### src/rtl/renkon_pkg.sv
// Shared constants and types for the renkon convolution datapath.
package renkon_pkg;

  localparam int DWIDTH = 16;
  localparam int MAXW   = 32;
  localparam int LWIDTH = $clog2(MAXW + 1);
  localparam int AWIDTH = $clog2(MAXW);

  typedef enum logic [1:0] {
    IDLE,
    LOAD,
    FLUSH
  } win_state_t;

endpackage

### src/rtl/renkon_linebuf.sv
// One image row of delay: single-port RAM, read-before-write.
module renkon_linebuf
  import renkon_pkg::*;
(
  input  logic                     clk,
  input  logic                     en,
  input  logic [AWIDTH-1:0]        addr,
  input  logic signed [DWIDTH-1:0] din,
  output logic signed [DWIDTH-1:0] dout
);

  logic signed [DWIDTH-1:0] mem [MAXW];

  // Async read returns the previous row's pixel before this cycle's write.
  assign dout = mem[addr];

  always_ff @(posedge clk) begin
    if (en) mem[addr] <= din;
  end

endmodule

### src/rtl/renkon_window5.sv
// 5x5 sliding-window generator: four line buffers feeding a register window.
module renkon_window5
  import renkon_pkg::*;
(
  input  logic                     clk,
  input  logic                     xrst,
  input  logic [LWIDTH-1:0]        img_size,
  input  logic                     start,
  input  logic                     in_valid,
  input  logic signed [DWIDTH-1:0] in_pixel,
  output logic                     busy,
  output logic                     size_err,
  output logic                     win_valid,
  output logic signed [DWIDTH-1:0] win_pixel [25],
  output logic                     frame_done
);

  win_state_t state, state_n;

  logic [LWIDTH-1:0] size_q;
  logic [LWIDTH-1:0] col;
  logic [LWIDTH-1:0] row;

  logic accept;
  logic legal;
  logic last;
  logic launch;

  logic signed [DWIDTH-1:0] lb_dout [4];

  assign accept = (state == LOAD) && in_valid;
  assign legal  = (img_size >= LWIDTH'(5)) &&
                  (img_size <= LWIDTH'(MAXW));
  assign last   = (row == size_q - LWIDTH'(1)) &&
                  (col == size_q - LWIDTH'(1));
  assign launch = (state == IDLE) && start && legal;
  assign busy   = (state != IDLE);

  always_ff @(posedge clk) begin
    if (xrst) state <= IDLE;
    else      state <= state_n;
  end

  always_comb begin
    state_n = state;
    unique case (state)
      IDLE:    if (launch)         state_n = LOAD;
      LOAD:    if (accept && last) state_n = FLUSH;
      FLUSH:                       state_n = IDLE;
      default:                     state_n = IDLE;
    endcase
  end

  genvar k;
  generate
    for (k = 0; k < 4; k++) begin : g_lb
      logic signed [DWIDTH-1:0] din;
      if (k == 0) begin : g_first
        assign din = in_pixel;
      end else begin : g_chain
        assign din = lb_dout[k-1];
      end
      renkon_linebuf u_lb (
        .clk  (clk),
        .en   (accept),
        .addr (col[AWIDTH-1:0]),
        .din  (din),
        .dout (lb_dout[k])
      );
    end
  endgenerate

  always_ff @(posedge clk) begin
    if (xrst) begin
      size_q     <= '0;
      col        <= '0;
      row        <= '0;
      size_err   <= 1'b0;
      frame_done <= 1'b0;
      win_valid  <= 1'b0;
      for (int i = 0; i < 25; i++) win_pixel[i] <= '0;
    end else begin
      size_err   <= (state == IDLE) && start && !legal;
      frame_done <= (state == FLUSH);
      win_valid  <= accept && (row >= LWIDTH'(4)) &&
                    (col >= LWIDTH'(4));
      if (launch) begin
        size_q <= img_size;
        col    <= '0;
        row    <= '0;
        for (int i = 0; i < 25; i++) win_pixel[i] <= '0;
      end else if (accept) begin
        if (col == size_q - LWIDTH'(1)) begin
          col <= '0;
          row <= row + LWIDTH'(1);
        end else begin
          col <= col + LWIDTH'(1);
        end
        for (int r = 0; r < 5; r++)
          for (int c = 0; c < 4; c++)
            win_pixel[5*r+c] <= win_pixel[5*r+c+1];
        // Oldest row comes from the deepest line buffer.
        for (int r = 0; r < 4; r++)
          win_pixel[5*r+4] <= lb_dout[3-r];
        win_pixel[24] <= in_pixel;
      end
    end
  end

endmodule

### config.mk
export PLATFORM = sky130hd
export DESIGN_NAME = renkon_window5
export DESIGN_NICKNAME = d
export VERILOG_FILES = /design/src/rtl/renkon_pkg.sv /design/src/rtl/renkon_linebuf.sv /design/src/rtl/renkon_window5.sv
export SDC_FILE = /design/constraint.sdc
export NUM_CORES = 2
export LEC_CHECK = 0
export ABC_AREA = 1
export BUFFER_PORTS_ARGS = -buffer_cell sky130_fd_sc_hd__buf_4
export CAP_MARGIN = 5
export CORE_UTILIZATION = 30
export CTS_BUF_LIST = sky130_fd_sc_hd__clkbuf_4 sky130_fd_sc_hd__clkbuf_8
export DETAILED_ROUTE_END_ITERATION = 10
export PLACE_DENSITY = 0.54
export SLEW_MARGIN = 20
export SYNTH_ARGS = -nofsm -noshare
export SYNTH_HDL_FRONTEND = slang
export SYNTH_SLANG_ARGS = --single-unit
export TNS_END_PERCENT = 20
### constraint.sdc
create_clock -name clk -period 6.9 [get_ports clk]
set_input_delay 0.69 -clock clk [delete_from_list [all_inputs] [get_ports clk]]
set_output_delay 0.69 -clock clk [all_outputs]
set_load 0.005 [all_outputs]
# After elaboration in Yosys (flattened, before gate mapping)
# Memories as Yosys holds them, arrays and structs flattened. A register that Yosys moved wholly into a read port is not among the register bits.
# Index checks and enable logic that the tools add are counted.
dict set report classes {
  addsub 3
  multipliers 0
  div 0
  magnitude_cmp 4
  n_eq_ne 6
  n_shift 0
  mux 12
  n_bitwise 0
  n_reduce_logical 15
}
# op n
set op_table {}
lappend op_table {{5-bit two-way mux} 6}
lappend op_table {{6-bit by 3-bit >= comparator with 1-bit output (second input constant)} 3}
lappend op_table {{6-bit by 1-bit adder with 6-bit output (second input constant)} 2}
lappend op_table {{6-bit equality test} 2}
lappend op_table {{1-bit logical AND} 9}
lappend op_table {{6-bit less-or-equal comparator (second input constant)} 1}
lappend op_table {{6-bit two-way mux} 1}
lappend op_table {{6-bit by 1-bit subtractor with 6-bit output (second input constant)} 1}
lappend op_table {{2-bit two-way mux} 2}
lappend op_table {{2-bit case mux with 2 select lines} 1}
lappend op_table {{2-bit AND reduction} 2}
lappend op_table {{2-bit by 1-bit equality test with 1-bit output (second input constant)} 1}
lappend op_table {{2-bit equality test (second input constant)} 1}
lappend op_table {{2-bit logical NOT} 1}
lappend op_table {{1-bit two-way mux} 2}
lappend op_table {{2-bit by 1-bit inequality test with 1-bit output (second input constant)} 1}
lappend op_table {{2-bit inequality test (second input constant)} 1}
lappend op_table {{2-bit nonzero test} 1}
lappend op_table {{2-bit OR reduction} 1}
lappend op_table {{1-bit logical NOT} 1}
dict set report word_totals {
  register_bits 407
  latchBits 0
  ramBits 2048
  mem_bits_ro 0
  word_cells 75
  mem_count 4
}
# name words word_bits rd rd_ports_with_merged_regs write_ports line
set mem_list {}
lappend mem_list {{g_lb[0].u_lb.mem} 32 16 1 1 1 renkon_linebuf.sv:12} ;# logic signed [DWIDTH-1:0] mem [MAXW];
lappend mem_list {{g_lb[1].u_lb.mem} 32 16 1 1 1 renkon_linebuf.sv:12}
lappend mem_list {{g_lb[2].u_lb.mem} 32 16 1 1 1 renkon_linebuf.sv:12}
lappend mem_list {{g_lb[3].u_lb.mem} 32 16 1 1 1 renkon_linebuf.sv:12}

# Longest topological paths before layout
dict set report depth {
  word_depth 6
  ltp_mapped 15
}

# Hierarchy
# From an unflattened synthesis, not the netlist that was laid out.
dict set report unflattened {
  cells_unflattened 10185
  hier_area_um2 102918.7
}
# mod n_inst cells_per_inst area_per_inst_um2 seq_area_each_um2
set modules_own_cells {}
lappend modules_own_cells {renkon_linebuf 4 2058 21620.7 15374.7}
lappend modules_own_cells {renkon_window5 1 1953 16435.8 8468.1}

# Least setup slack after synthesis
# OpenSTA, ideal clock, no wires.
dict set report synth_path {
  path_type {input port to flip-flop}
  startpoint {in in_valid}
  endpoint {mem g_lb[0].u_lb.mem[15][0] (enable)}
  setup_time_ns 0.565
  arrival_time_ns 5.711
  required_ns 6.335
  setup_slack_ns 0.624
  cell_stages 6
  path_cell_list {inv_1 -> nor2_1 -> inv_2 -> clkbuf_1 -> buf_2 -> nor3_1}
}
dict set report synth_between {
  elab_chain_len 3
}
# item line
set synth_rtl {}
lappend synth_rtl {{start: declaration} renkon_window5.sv:9} ;# input logic in_valid,
lappend synth_rtl {{1-bit logical AND} renkon_window5.sv:31} ;# assign accept = (state == LOAD) && in_valid;
lappend synth_rtl {{1-bit two-way mux} renkon_linebuf.sv:18} ;# if (en) mem[addr] <= din;
lappend synth_rtl {{1-bit two-way mux (implied by the code)} renkon_linebuf.sv:18}
lappend synth_rtl {{end: declaration} renkon_linebuf.sv:12}
# No other way between the ends.

==> out/qor.log <==
INFO  run_status     outcome=finished clean
INFO  clock_tree     worst_setup_hold_path_clk_slew=0.07ns
INFO  timing         timing.max_slew.rel_slack=20.19%
INFO  clock_tree     clock_tree.root_cell=sky130_fd_sc_hd__clkbuf_8
INFO  power          cellPowerDensity=273.4mW/mm^2
INFO  timing         transition_time_at_the_pin_with_the_least_slew_margin=1.189ns
INFO  cells_and_area final_nets=9,255
INFO  timing         fin_crit=4.352ns
INFO  cells_and_area finalInstanceArea=0.1132mm^2
INFO  worst_setup_path r2r_end=g_lb[1].u_lb.mem[19][0]
INFO  floorplanning  floorplan.die_area=0.3270mm^2
INFO  floorplanning  initial_core_util=30.24%
INFO  min_path       worstHoldPathCells=1
INFO  detailed_routing drt_pass1_iterations=6
INFO  job            max_cap_viol_count=0
INFO  detailed_routing wl_per_cell=22.65um
INFO  timing         rsz0062_at_grt=false
INFO  global_route   grt_pass1_vias=64,950
INFO  worst_setup_path cp-end-kind=flop
INFO  floorplanning  die-height=571.9um
INFO  global_route   initial_antenna_violation_count=17
INFO  worst_setup_path worst-path-max-fanout=149
INFO  synthesis      post_synth.cell_area_avg=11.11um^2
INFO  timing         setup_total_negative_slack=0ns
INFO  timing         clock_skew=0.08245ns
INFO  synthesis      async_reset_ff_share=0%
INFO  synthesis      ys.flop_type=sky130_fd_sc_hd__edfxtp_1
INFO  detailed_routing dr_total_vias=68,600
INFO  synthesis      synth_enable_flop_cells=2,048
INFO  floorplanning  fp.coreArea=0.3222mm^2
INFO  timing         fmaxAchievable=229.8MHz
INFO  clock_tree     cts_h_tree_depth=5
INFO  synthesis      mappedNetlistArea=0.09742mm^2
INFO  synthesis      postSynthRegisterBits=2,476
INFO  timing         finalSetupViolations=0
INFO  floorplanning  rows=208
INFO  floorplanning  dieWidth=571.9um
INFO  cells_and_area syn2layout_area_growth=16.21%
INFO  synthesis      synthesis.yosys.warnings=0
INFO  worst_setup_path worst-r2r-cell-count=9
INFO  clock_tree     tritoncts_buffers=422
INFO  cells_and_area final.fill_count=31,900
INFO  global_route   maximum_number_of_pins_on_one_net_before_global_route_repair=257
INFO  min_path       timing.hold.worst_endpoint=g_lb[0].u_lb.mem[28][0]
INFO  synthesis      synth.largest_area_cell=sky130_fd_sc_hd__edfxtp_1
INFO  synthesis      synthesis.nets=8,801
INFO  detailed_routing dr.first_iter.drc_count=6,950
INFO  synthesis      synth.area.top_cells=sky130_fd_sc_hd__edfxtp_1, sky130_fd_sc_hd__nand2_1, sky130_fd_sc_hd__dfxtp_1
INFO  place          place_area=0.1047mm^2
INFO  floorplanning  num_io_pins=430
INFO  synthesis      yosysSeqAreaShare=71.92%
INFO  power          power.static_leakage=40.33nW
INFO  power          irDropWorstVdd=0.1655mV
INFO  global_route   gr-total-overflow=0
INFO  detailed_routing drtAntennaViolNets=0
INFO  worst_setup_path worst-setup-path-type=reg -> reg
INFO  clock_tree     ctsLongestPathBuffers=4
INFO  timing         hold_violations=0
INFO  cells_and_area post_layout_nonfiller_instances=13,860
INFO  clock_tree     cts_sinks=2,476
INFO  place          placed_cells=13,080
INFO  timing         period_share=63.08%
INFO  min_path       hold_path_startpoint=in_pixel[0]
INFO  global_route   grt_usage=18.56%
INFO  place          placement.io_buffers=429
INFO  synthesis      synthCells=8,768
INFO  synthesis      synthDominantCellAreaShare=63.13%
INFO  cells_and_area share_of_cells_above_drive_strength_1=13.62%
INFO  global_route   grt_first_pass_wirelength=450,700um
INFO  detailed_routing post_drt_via_cell_ratio=4.949
INFO  worst_setup_path crit_arrival=4.98ns
INFO  place          gp_routability_congestion=0.8202
INFO  worst_setup_path critPathRequiredTime=7.53ns
INFO  detailed_routing drc=0
INFO  place          post-dp-hpwl=166,200um
INFO  clock_tree     tritoncts=done
INFO  cells_and_area postLayoutCoreUtil=35.14%
INFO  worst_setup_path crit_path_start_kind=flop
INFO  synthesis      post_synth_num_cell_types=32
INFO  clock_tree     cts_setup_buffers=0
INFO  min_path       hold_class=in -> reg
INFO  clock_tree     clock_latency=1.10ns
INFO  detailed_routing routed_wl=313,900um
INFO  timing         timing.final.max_slew_violations=0
INFO  worst_setup_path reg2reg_slack=2.55ns
[timing repair]
action | in CTS | in global routing
hold endpoints to repair | 478 | 0
setup endpoints to repair | 0 | 0
gates resized for setup | 0 | 0
hold buffers | 26 | 0
[per-stage QoR]
step | hold WS [ns] | power, mW | setup slack (ns)
5_1_grt | 0.04931 | 31.98 | 2.417
2_1_floorplan | 0.4205 | 17.70 | 0.6241
3_5_place_dp | 0.4540 | 18.32 | 2.713
6_report | 0.09104 | 30.96 | 2.548
3_3_place_gp | 0.4484 | 18.29 | 2.635
4_1_cts | 0.001499 | 31.20 | 2.631
[worst max path at each step]
| stage | to | slack, ns |
|---|---|---|
| finish | g_lb[1].u_lb.mem[19][0] | 2.55 |
| detailed placement | g_lb[1].u_lb.mem[22][0] | 2.71 |
| floorplan | g_lb[0].u_lb.mem[15][0] | 0.62 |
| global route | g_lb[1].u_lb.mem[22][0] | 2.42 |
| CTS | g_lb[1].u_lb.mem[19][0] | 2.63 |
| global placement | g_lb[2].u_lb.mem[12][5] | 2.63 |
[worst max-delay path, stage by stage, from the launching register on]
cell                      delay, ns
sky130_fd_sc_hd__dfxtp_4       0.93
sky130_fd_sc_hd__buf_12        0.66
sky130_fd_sc_hd__buf_4         0.79
sky130_fd_sc_hd__nand3_1       0.18
sky130_fd_sc_hd__nand3_1       0.11
sky130_fd_sc_hd__nand2_1       0.07
sky130_fd_sc_hd__nand2_1       0.06
sky130_fd_sc_hd__nand2_1       0.06
sky130_fd_sc_hd__o21ai_1       0.30
sky130_fd_sc_hd__inv_1         0.46
[power by group]
| part | internal (mW) | switching, mW | total, mW | leakage, nW |
|---|---|---|---|---|
| Clock | 7.03 | 5.90 | 12.9 | 4.39 |
| Combinational | 0.352 | 1.23 | 1.58 | 14.1 |
| Sequential | 16.4 | 0.0701 | 16.4 | 21.9 |
[cells in the mapped netlist (32+ instances only)]
library cell               number
sky130_fd_sc_hd__a21oi_1      435
sky130_fd_sc_hd__buf_1         35
sky130_fd_sc_hd__buf_2        282
sky130_fd_sc_hd__buf_4         80
sky130_fd_sc_hd__buf_6         32
sky130_fd_sc_hd__clkbuf_1     132
sky130_fd_sc_hd__dfxtp_1      428
sky130_fd_sc_hd__edfxtp_1    2048
sky130_fd_sc_hd__inv_1         66
sky130_fd_sc_hd__nand2_1     3065
sky130_fd_sc_hd__nand3_1     1271
sky130_fd_sc_hd__nor2_1       486
sky130_fd_sc_hd__o21ai_0      287
sky130_fd_sc_hd__o22ai_1       36
[layer usage]
| layer | GRT usage, % | part of all wire, % | up-vias |
|---|---|---|---|
| met4 | 7.082 | 3.6 | 16 |
| met5 | 0 | 0.035 | - |
| met2 | 29.87 | 46 | 2781 |
| met3 | 3.423 | 7.6 | 541 |
| li1 | - | - | 31220 |
| met1 | 24.79 | 42 | 34040 |
[layout by cell type, fill, tap and decap left out, types with 90 or more instances in the layout]
master	synthesis	layout
sky130_fd_sc_hd__nand2_1	3065	3058
sky130_fd_sc_hd__nand3_1	1271	1271
sky130_fd_sc_hd__clkbuf_4	0	142
sky130_fd_sc_hd__buf_4	80	539
sky130_fd_sc_hd__a21oi_1	435	435
sky130_fd_sc_hd__clkinv_1	3	90
sky130_fd_sc_hd__dfxtp_1	428	421
sky130_fd_sc_hd__edfxtp_1	2048	2048
sky130_fd_sc_hd__o21ai_0	287	286
sky130_fd_sc_hd__nor2_1	486	454
sky130_fd_sc_hd__clkbuf_8	0	465
[flip-flops by register name (all words and copies together) (netlist names), named ones only]
name / flops
state: 2
size_q: 6
g_lb.u_lb.mem: 2048
row: 6
size_err: 1
frame_done: 1
win_valid: 1
win_pixel: 400
col: 6
[cell families (layout without fill, tap and decap cells)]
family | after synthesis | in the layout | share of synthesized area, %
xor gates and xnor gates | 6 | 6 | 0.05394
other | 0 | 4 | 0
and+or+nand+nor | 4854 | 4854 | 20.43
adders and majority gates | 7 | 7 | 0.08990
DFF | 2476 | 2476 | 71.92
AOI/OAI and AO/OA | 786 | 786 | 4.093
buffers and inverters | 639 | 1423 | 3.415
[final cells by class]
| type | instances | area, um^2 | share of cell area, % |
|---|---|---|---|
| timing repair buffer | 593 | 4882 | 4.312 |
| inverter | 76 | 342.8 | 0.3028 |
| antenna | 4 | 10.01 | 0.008841 |
| multi-input combinational | 5653 | 24300 | 21.46 |
| tap | 4305 | 5386 | 4.758 |
| clock buffer | 607 | 7466 | 6.594 |
| clock inverter | 147 | 740.7 | 0.6542 |
| sequential | 2476 | 70090 | 61.91 |
Note: power is estimated with default switching activity, not from simulation.
